--- config.mk ---
export PLATFORM = sky130hd
export DESIGN_NAME = svnet_pipe_arbiter
export DESIGN_NICKNAME = d
export VERILOG_FILES = /design/src/rtl/svnet_pipe_arb_pkg.sv /design/src/rtl/svnet_reg_pipe.sv /design/src/rtl/svnet_rr_pick.sv /design/src/rtl/svnet_pipe_arbiter.sv
export SDC_FILE = /design/constraint.sdc
export NUM_CORES = 1
export LEC_CHECK = 0
export BUFFER_PORTS_ARGS = -buffer_cell sky130_fd_sc_hd__buf_2
export CAP_MARGIN = 20
export CORE_ASPECT_RATIO = 1.1
export CORE_UTILIZATION = 25
export CTS_CLUSTER_DIAMETER = 120
export CTS_CLUSTER_SIZE = 12
export DETAILED_ROUTE_END_ITERATION = 10
export PLACE_DENSITY = 0.51
export REMOVE_ABC_BUFFERS = 1
export SLEW_MARGIN = 0
export SYNTH_ARGS = -nofsm -noshare
export SYNTH_HDL_FRONTEND = slang
export SYNTH_SLANG_ARGS = --single-unit
--- constraint.sdc ---
create_clock -name clk -period 7.8 [get_ports clk]
set_input_delay 1.56 -clock clk [delete_from_list [all_inputs] [get_ports clk]]
set_output_delay 1.56 -clock clk [all_outputs]
set_load 0.005 [all_outputs]
--- src/rtl/svnet_pipe_arb_pkg.sv ---
// Shared types for the pipelined-datapath arbiter: FSM states, ID width helper, and the tag carried beside the datapath.
// No logic. The tag ID field is sized for the largest supported requester count (16).
package svnet_pipe_arb_pkg;

   typedef enum logic [1:0] {
      RUN   = 2'd0,
      DRAIN = 2'd1,
      HALT  = 2'd2
   } arb_state_t;

   function automatic int id_width(input int n);
      return (n > 2) ? $clog2(n) : 1;
   endfunction

   localparam int TAG_ID_W = id_width(16);

   typedef struct packed {
      logic                valid;
      logic [TAG_ID_W-1:0] id;
   } tag_t;

endpackage

--- src/rtl/svnet_reg_pipe.sv ---
// Generic register delay line: i_dat appears on o_dat DEPTH cycles later.
// Latency DEPTH cycles; every stage resets to INIT.
// No backpressure: it shifts every cycle.
module svnet_reg_pipe #(
   parameter int               WIDTH = 1,
   parameter int               DEPTH = 1,
   parameter logic [WIDTH-1:0] INIT  = '0
) (
   input  logic             clk,
   input  logic             rst_n,
   input  logic [WIDTH-1:0] i_dat,
   output logic [WIDTH-1:0] o_dat
);

   logic [WIDTH-1:0] r_stage [DEPTH];

   always_ff @(posedge clk or negedge rst_n) begin
      if (!rst_n) begin
         for (int i = 0; i < DEPTH; i++) r_stage[i] <= INIT;
      end else begin
         r_stage[0] <= i_dat;
         for (int i = 1; i < DEPTH; i++) r_stage[i] <= r_stage[i-1];
      end
   end

   assign o_dat = r_stage[DEPTH-1];

endmodule

--- src/rtl/svnet_rr_pick.sv ---
// Rotating-priority picker: the first requester at or after i_ptr (mod N) wins.
// Purely combinational, zero latency.
// No backpressure: the caller masks i_req when granting is not allowed.
module svnet_rr_pick #(
   parameter int N  = 4,
   parameter int IW = 2
) (
   input  logic [N-1:0]  i_req,
   input  logic [IW-1:0] i_ptr,
   output logic [N-1:0]  o_gnt,
   output logic [IW-1:0] o_idx
);

   logic [IW:0] w_sum;
   logic        w_found;

   always_comb begin
      o_gnt   = '0;
      o_idx   = '0;
      w_found = 1'b0;
      w_sum   = '0;
      for (int k = 0; k < N; k++) begin
         w_sum = {1'b0, i_ptr} + (IW+1)'(k);
         if (w_sum >= (IW+1)'(N)) w_sum = w_sum - (IW+1)'(N);
         if (!w_found && i_req[w_sum[IW-1:0]]) begin
            w_found = 1'b1;
            o_idx   = w_sum[IW-1:0];
         end
      end
      o_gnt[o_idx] = w_found;
   end

endmodule

--- src/rtl/svnet_pipe_arbiter.sv ---
// Round-robin sharing of one fixed-latency datapath; results are steered back by a tag pipeline.
// Handshake at T -> dp_valid at T+1 -> rsp_valid at T+LATENCY+2; drain handshake empties it.
// Requesters are held by req_ready; responses have no backpressure. SVNET_PIPE_ARB_LOCK_EN adds req_lock.
module svnet_pipe_arbiter
   import svnet_pipe_arb_pkg::*;
#(
   parameter int NUM_REQ = 4,
   parameter int WIDTH   = 16,
   parameter int LATENCY = 3
) (
   input  logic                            clk,
   input  logic                            rst_n,
`ifdef SVNET_PIPE_ARB_LOCK_EN
   input  logic [NUM_REQ-1:0]              req_lock,
`endif
   input  logic [NUM_REQ-1:0]              req_valid,
   input  logic [NUM_REQ-1:0][WIDTH-1:0]   req_data,
   output logic [NUM_REQ-1:0]              req_ready,
   output logic                            dp_valid,
   output logic [WIDTH-1:0]                dp_data,
   input  logic [WIDTH-1:0]                dp_result,
   output logic [NUM_REQ-1:0]              rsp_valid,
   output logic [WIDTH-1:0]                rsp_data,
   input  logic                            drain_req,
   output logic                            drain_ack,
   output logic                            busy
);

   localparam int             ID_W    = id_width(NUM_REQ);
   localparam int             CNT_W   = $clog2(LATENCY + 3);
   localparam logic [CNT_W-1:0] CNT_MAX = CNT_W'(LATENCY + 2);
   localparam int             TAG_W   = $bits(tag_t);

   arb_state_t           r_state, w_state_nxt;
   logic [ID_W-1:0]      r_ptr;
   logic                 w_grant_en;
   logic [NUM_REQ-1:0]   w_pick_gnt, w_gnt;
   logic [ID_W-1:0]      w_pick_idx, w_idx;
   logic                 w_hs;
   logic                 r_dp_vld;
   logic [WIDTH-1:0]     r_dp_dat;
   logic [ID_W-1:0]      r_dp_id;
   tag_t                 w_tag_in, w_tag_out;
   logic [NUM_REQ-1:0]   r_rsp_vld;
   logic [WIDTH-1:0]     r_rsp_dat;
   logic                 w_rsp_any;
   logic [CNT_W-1:0]     r_cnt, w_cnt_nxt;
   logic                 r_busy;

   assign w_grant_en = (r_state == RUN) && !drain_req;

   svnet_rr_pick #(.N(NUM_REQ), .IW(ID_W)) u_pick (
      .i_req (req_valid & {NUM_REQ{w_grant_en}}),
      .i_ptr (r_ptr),
      .o_gnt (w_pick_gnt),
      .o_idx (w_pick_idx)
   );

`ifdef SVNET_PIPE_ARB_LOCK_EN
   logic            r_last_vld;
   logic [ID_W-1:0] r_last_id;
   logic            w_lock_hit;

   assign w_lock_hit = w_grant_en && r_last_vld && req_lock[r_last_id] && req_valid[r_last_id];

   always_comb begin
      w_gnt = w_pick_gnt;
      w_idx = w_pick_idx;
      if (w_lock_hit) begin
         w_gnt            = '0;
         w_gnt[r_last_id] = 1'b1;
         w_idx            = r_last_id;
      end
   end

   always_ff @(posedge clk or negedge rst_n) begin
      if (!rst_n) begin
         r_last_vld <= 1'b0;
         r_last_id  <= '0;
      end else if (w_hs) begin
         r_last_vld <= 1'b1;
         r_last_id  <= w_idx;
      end
   end
`else
   assign w_gnt = w_pick_gnt;
   assign w_idx = w_pick_idx;
`endif

   assign w_hs = |(req_valid & w_gnt);

   always_comb begin
      w_state_nxt = r_state;
      case (r_state)
         RUN:     if (drain_req) w_state_nxt = DRAIN;
         DRAIN:   if (r_cnt == '0) w_state_nxt = drain_req ? HALT : RUN;
         HALT:    if (!drain_req) w_state_nxt = RUN;
         default: w_state_nxt = DRAIN;
      endcase
   end

   always_ff @(posedge clk or negedge rst_n) begin
      if (!rst_n) begin
         r_state  <= DRAIN;
         r_ptr    <= '0;
         r_dp_vld <= 1'b0;
         r_dp_dat <= '0;
         r_dp_id  <= '0;
      end else begin
         r_state  <= w_state_nxt;
         r_dp_vld <= w_hs;
         if (w_hs) begin
            r_ptr    <= (w_idx == ID_W'(NUM_REQ - 1)) ? '0 : w_idx + 1'b1;
            r_dp_dat <= req_data[w_idx];
            r_dp_id  <= w_idx;
         end
      end
   end

   // Tag travels beside the operand so it lines up with dp_result.
   assign w_tag_in = '{valid: r_dp_vld, id: TAG_ID_W'(r_dp_id)};

   svnet_reg_pipe #(.WIDTH(TAG_W), .DEPTH(LATENCY), .INIT({TAG_W{1'b0}})) u_tag_pipe (
      .clk   (clk),
      .rst_n (rst_n),
      .i_dat (w_tag_in),
      .o_dat (w_tag_out)
   );

   assign w_rsp_any = |r_rsp_vld;

   always_comb begin
      w_cnt_nxt = r_cnt;
      case ({w_hs, w_rsp_any})
         2'b10:   w_cnt_nxt = r_cnt + 1'b1;
         2'b01:   w_cnt_nxt = r_cnt - 1'b1;
         default: w_cnt_nxt = r_cnt;
      endcase
   end

   always_ff @(posedge clk or negedge rst_n) begin
      if (!rst_n) begin
         r_rsp_vld <= '0;
         r_rsp_dat <= '0;
         r_cnt     <= '0;
         r_busy    <= 1'b0;
      end else begin
         for (int k = 0; k < NUM_REQ; k++)
            r_rsp_vld[k] <= w_tag_out.valid && (w_tag_out.id == TAG_ID_W'(k));
         if (w_tag_out.valid) r_rsp_dat <= dp_result;
         r_cnt  <= w_cnt_nxt;
         r_busy <= (w_cnt_nxt != '0);
      end
   end

   always @(posedge clk) begin
      if (rst_n) begin
         assert (!(w_hs && !w_rsp_any && r_cnt == CNT_MAX));
         assert (!(w_rsp_any && !w_hs && r_cnt == '0));
      end
   end

   assign req_ready = w_gnt;
   assign dp_valid  = r_dp_vld;
   assign dp_data   = r_dp_dat;
   assign rsp_valid = r_rsp_vld;
   assign rsp_data  = r_rsp_dat;
   assign drain_ack = (r_state == HALT) && drain_req;
   assign busy      = r_busy;

endmodule

==> metrics.txt <==
Gate Count Post-Synth 247; FF-to-FF setup slack 4.98 ns; Slew Limit Headroom 50.7%; routability cong. 0.683; multi-input logic area 0.00128 mm^2; Hold Crit Class flip-flop to flip-flop; Buffers on Ports 129; CTS buffer count 5; Area after DPL 0.00357 mm^2; minimum clock period 4.89 ns; skew final 0.00599 ns; H-tree levels 2; average size of a mapped cell 11.4 um^2; worst-path fanout max 35; Seq/Total Area, Yosys 49.8%; Critical-path top delay cell o32ai_2; R2R Path End busy$_DFF_PN0_; total chip power 1270 uW; mux cell area share after synthesis 21.0%; vias in the first global route 2162; per-cell routed wire length 11.7 um; final wirelength 6.10 mm; core area 0.0110 mm^2; mapped cell area 0.00282 mm^2; Synth Area in XOR/XNOR 0.932%; hold buffers post-CTS 0; critical path buffer and inverter count 2; worst r2r src r_state[0]$_DFFE_PN1P_; Iter 0 DRT Violations 90; placed cell count 513; area delta synth->final 32.4%; largest family of logic cells by synthesized area multiplexers; Worst-Skew Late Latency 0.29 ns; post-synthesis adder-cell area fraction 2.49%; filler instances 1118; Via Count 2208; Worst setup EP type output port; status complete, no violations; CP Capture Point req_ready[1]; starting density of the core 25.7%; TritonCTS clock tree done; Reg area 0.00140 mm^2; stages on the worst setup path 7; Distinct cells, synth 45; Fmax 0.204 GHz; Worst R2R Path Depth 12; CP required 6.24 ns; Top Family by Delay on Critical Path simple AND/OR/NAND/NOR gates; 1st-pass router iterations 4; cell mode on critical path buf_2; grt ovf 0; Final TNS setup 0 ns; Worst Path Arrival 3.33 ns; vias per inst 4.24; FFs w/ async S/R, synth 100%; synthesis-stage register bit count 56; P_leak 0.00194 uW; Warnings, synthesis 0; RSZ-0062 raised after global routing no; Antenna Cells 0; Overall Global Routing Usage 10.7%; Pwr Density 341 mW/mm^2; clock tree root driver cell clkbuf_16; most frequent cells in the layout buf_2, nand2_1, dfrtp_1, mux2_2, mux2i_1; Clock Sinks 56; CP cell instances buf_2 > and2b_4 > o221ai_1 > o32ai_2 > nand2_4 > nor2_1 > buf_2; die width 103 um; initial antenna violation count 0; Clock Pin Slew Worst Setup and Hold Paths 0.06 ns; layout cell share with drive strength beyond 1 47.3%; Final Cell Area 0.00373 mm^2; largest net degree at the start of global routing 57; number of flops mapped to enable cells by yosys 0; CP Class primary input to output port; Final Setup Violations 0; Longest Clk Path Bufs 2; post_cts resized 0; final hold violation count 0; final worst path period share 62.7%; Worst setup SP type primary input; commonest non-fill, non-tap cell in the layout buf_2; Min-Delay Path Depth 0; Site Rows 40; max incr delay on CP 0.45 ns; Die Height 113 um; Synth Area in Compound Gates 9.01%; num ports 130; fin nets 465; simple-gate area share of the yosys netlist 11.8%; max cap viols 0; Layout Cells excl Fill 521; first-pass GRT wire length 9.84 mm; Post-CTS Setup Bufs 0; prevailing post-synth register cell dfrtp_1; Max VDD drop 0.0947 mV; post-detail-place hpwl 4.54 mm; DRT antenna net count 0; die footprint 0.0117 mm^2; Slew @ Worst Pin 0.740 ns; Residual DRC 0; Worst Setup SP drain_req; Pins Over Slew Limit 0
==> sequential cells by signal, indices dropped and copies added (netlist names) <==
register,cells
u_tag_pipe.o_dat,3
r_state,2
rsp_valid,4
busy,1
r_ptr,2
rsp_data,16
u_tag_pipe.r_stage,6
dp_valid,1
r_dp_id,2
r_cnt,3
dp_data,16
==> report_power, final <==
part	internal [uW]	total (uW)	switching (uW)	leakage, uW
combinational	266	507	241	0.00118
sequential	430	515	85.1	0.000679
clock	151	249	98.2	0.0000808
total	847	1270	424	0.00194
==> cells in the mapped netlist, types with 2 or more instances <==
cell | n | share of area (%)
buf_2 | 2 | 0.36
inv_1 | 10 | 1.3
buf_6 | 5 | 2.0
mux2_2 | 21 | 8.4
dfrtp_1 | 55 | 49
nor2_1 | 6 | 0.80
o211ai_1 | 16 | 4.3
mux2_4 | 11 | 5.9
mux2i_1 | 18 | 6.4
xor2_1 | 2 | 0.62
a21oi_1 | 7 | 1.2
nand2_1 | 57 | 7.6
clkbuf_1 | 2 | 0.27
ha_1 | 4 | 1.8
==> worst min path at each step <==
stage | from | endpoint | slack (ns)
after detailed placement | u_tag_pipe.r_stage[5]$_DFF_PN0_ | u_tag_pipe.o_dat[0]$_DFF_PN0_ | 0.34
after floorplan | u_tag_pipe.r_stage[5]$_DFF_PN0_ | u_tag_pipe.o_dat[0]$_DFF_PN0_ | 0.33
final | u_tag_pipe.r_stage[5]$_DFF_PN0_ | u_tag_pipe.o_dat[0]$_DFF_PN0_ | 0.35
after global placement | u_tag_pipe.r_stage[10]$_DFF_PN0_ | u_tag_pipe.r_stage[5]$_DFF_PN0_ | 0.33
after global routing | u_tag_pipe.r_stage[5]$_DFF_PN0_ | u_tag_pipe.o_dat[0]$_DFF_PN0_ | 0.36
after CTS | u_tag_pipe.r_stage[5]$_DFF_PN0_ | u_tag_pipe.o_dat[0]$_DFF_PN0_ | 0.35
==> logic make-up (layout without fill, tap and decap cells) <==
logic type | count (synthesis) | in the layout
AOI/OAI and AO/OA | 34 | 34
muxes | 51 | 51
buffers and inverters | 22 | 149
DFF | 56 | 56
adders and majority gates | 5 | 5
and+or+nand+nor | 76 | 76
xor gates and xnor gates | 3 | 3
==> through the flow <==
stage	setup WS, ns	util, %	hold slack (ns)
floorplan	2.27	-	0.331
global placement	2.92	32.5	0.333
detailed placement	2.87	32.5	0.336
CTS	2.85	34.0	0.351
global route	2.74	34.0	0.358
finish	2.91	34.0	0.351
==> per-layer routing <==
layer | vias up | track usage [%] | part of all wire [%]
met5 | - | 0 | 0
met4 | 0 | 3.38 | 1.0
met3 | 4 | 2.57 | 6.4
met2 | 91 | 18.6 | 46
met1 | 1006 | 12.8 | 46
li1 | 1107 | - | -
==> cell type report <==
| class | count | area share (%) |
|---|---|---|
| repair buffers | 131 | 17.7 |
| well taps | 147 | 4.93 |
| clock inverters | 2 | 0.939 |
| flip-flops and latches | 56 | 37.6 |
| clock buffers | 6 | 3.45 |
| inverters | 10 | 1.01 |
| multi-input cells | 169 | 34.4 |
Note: power is estimated with default switching activity, not from simulation.
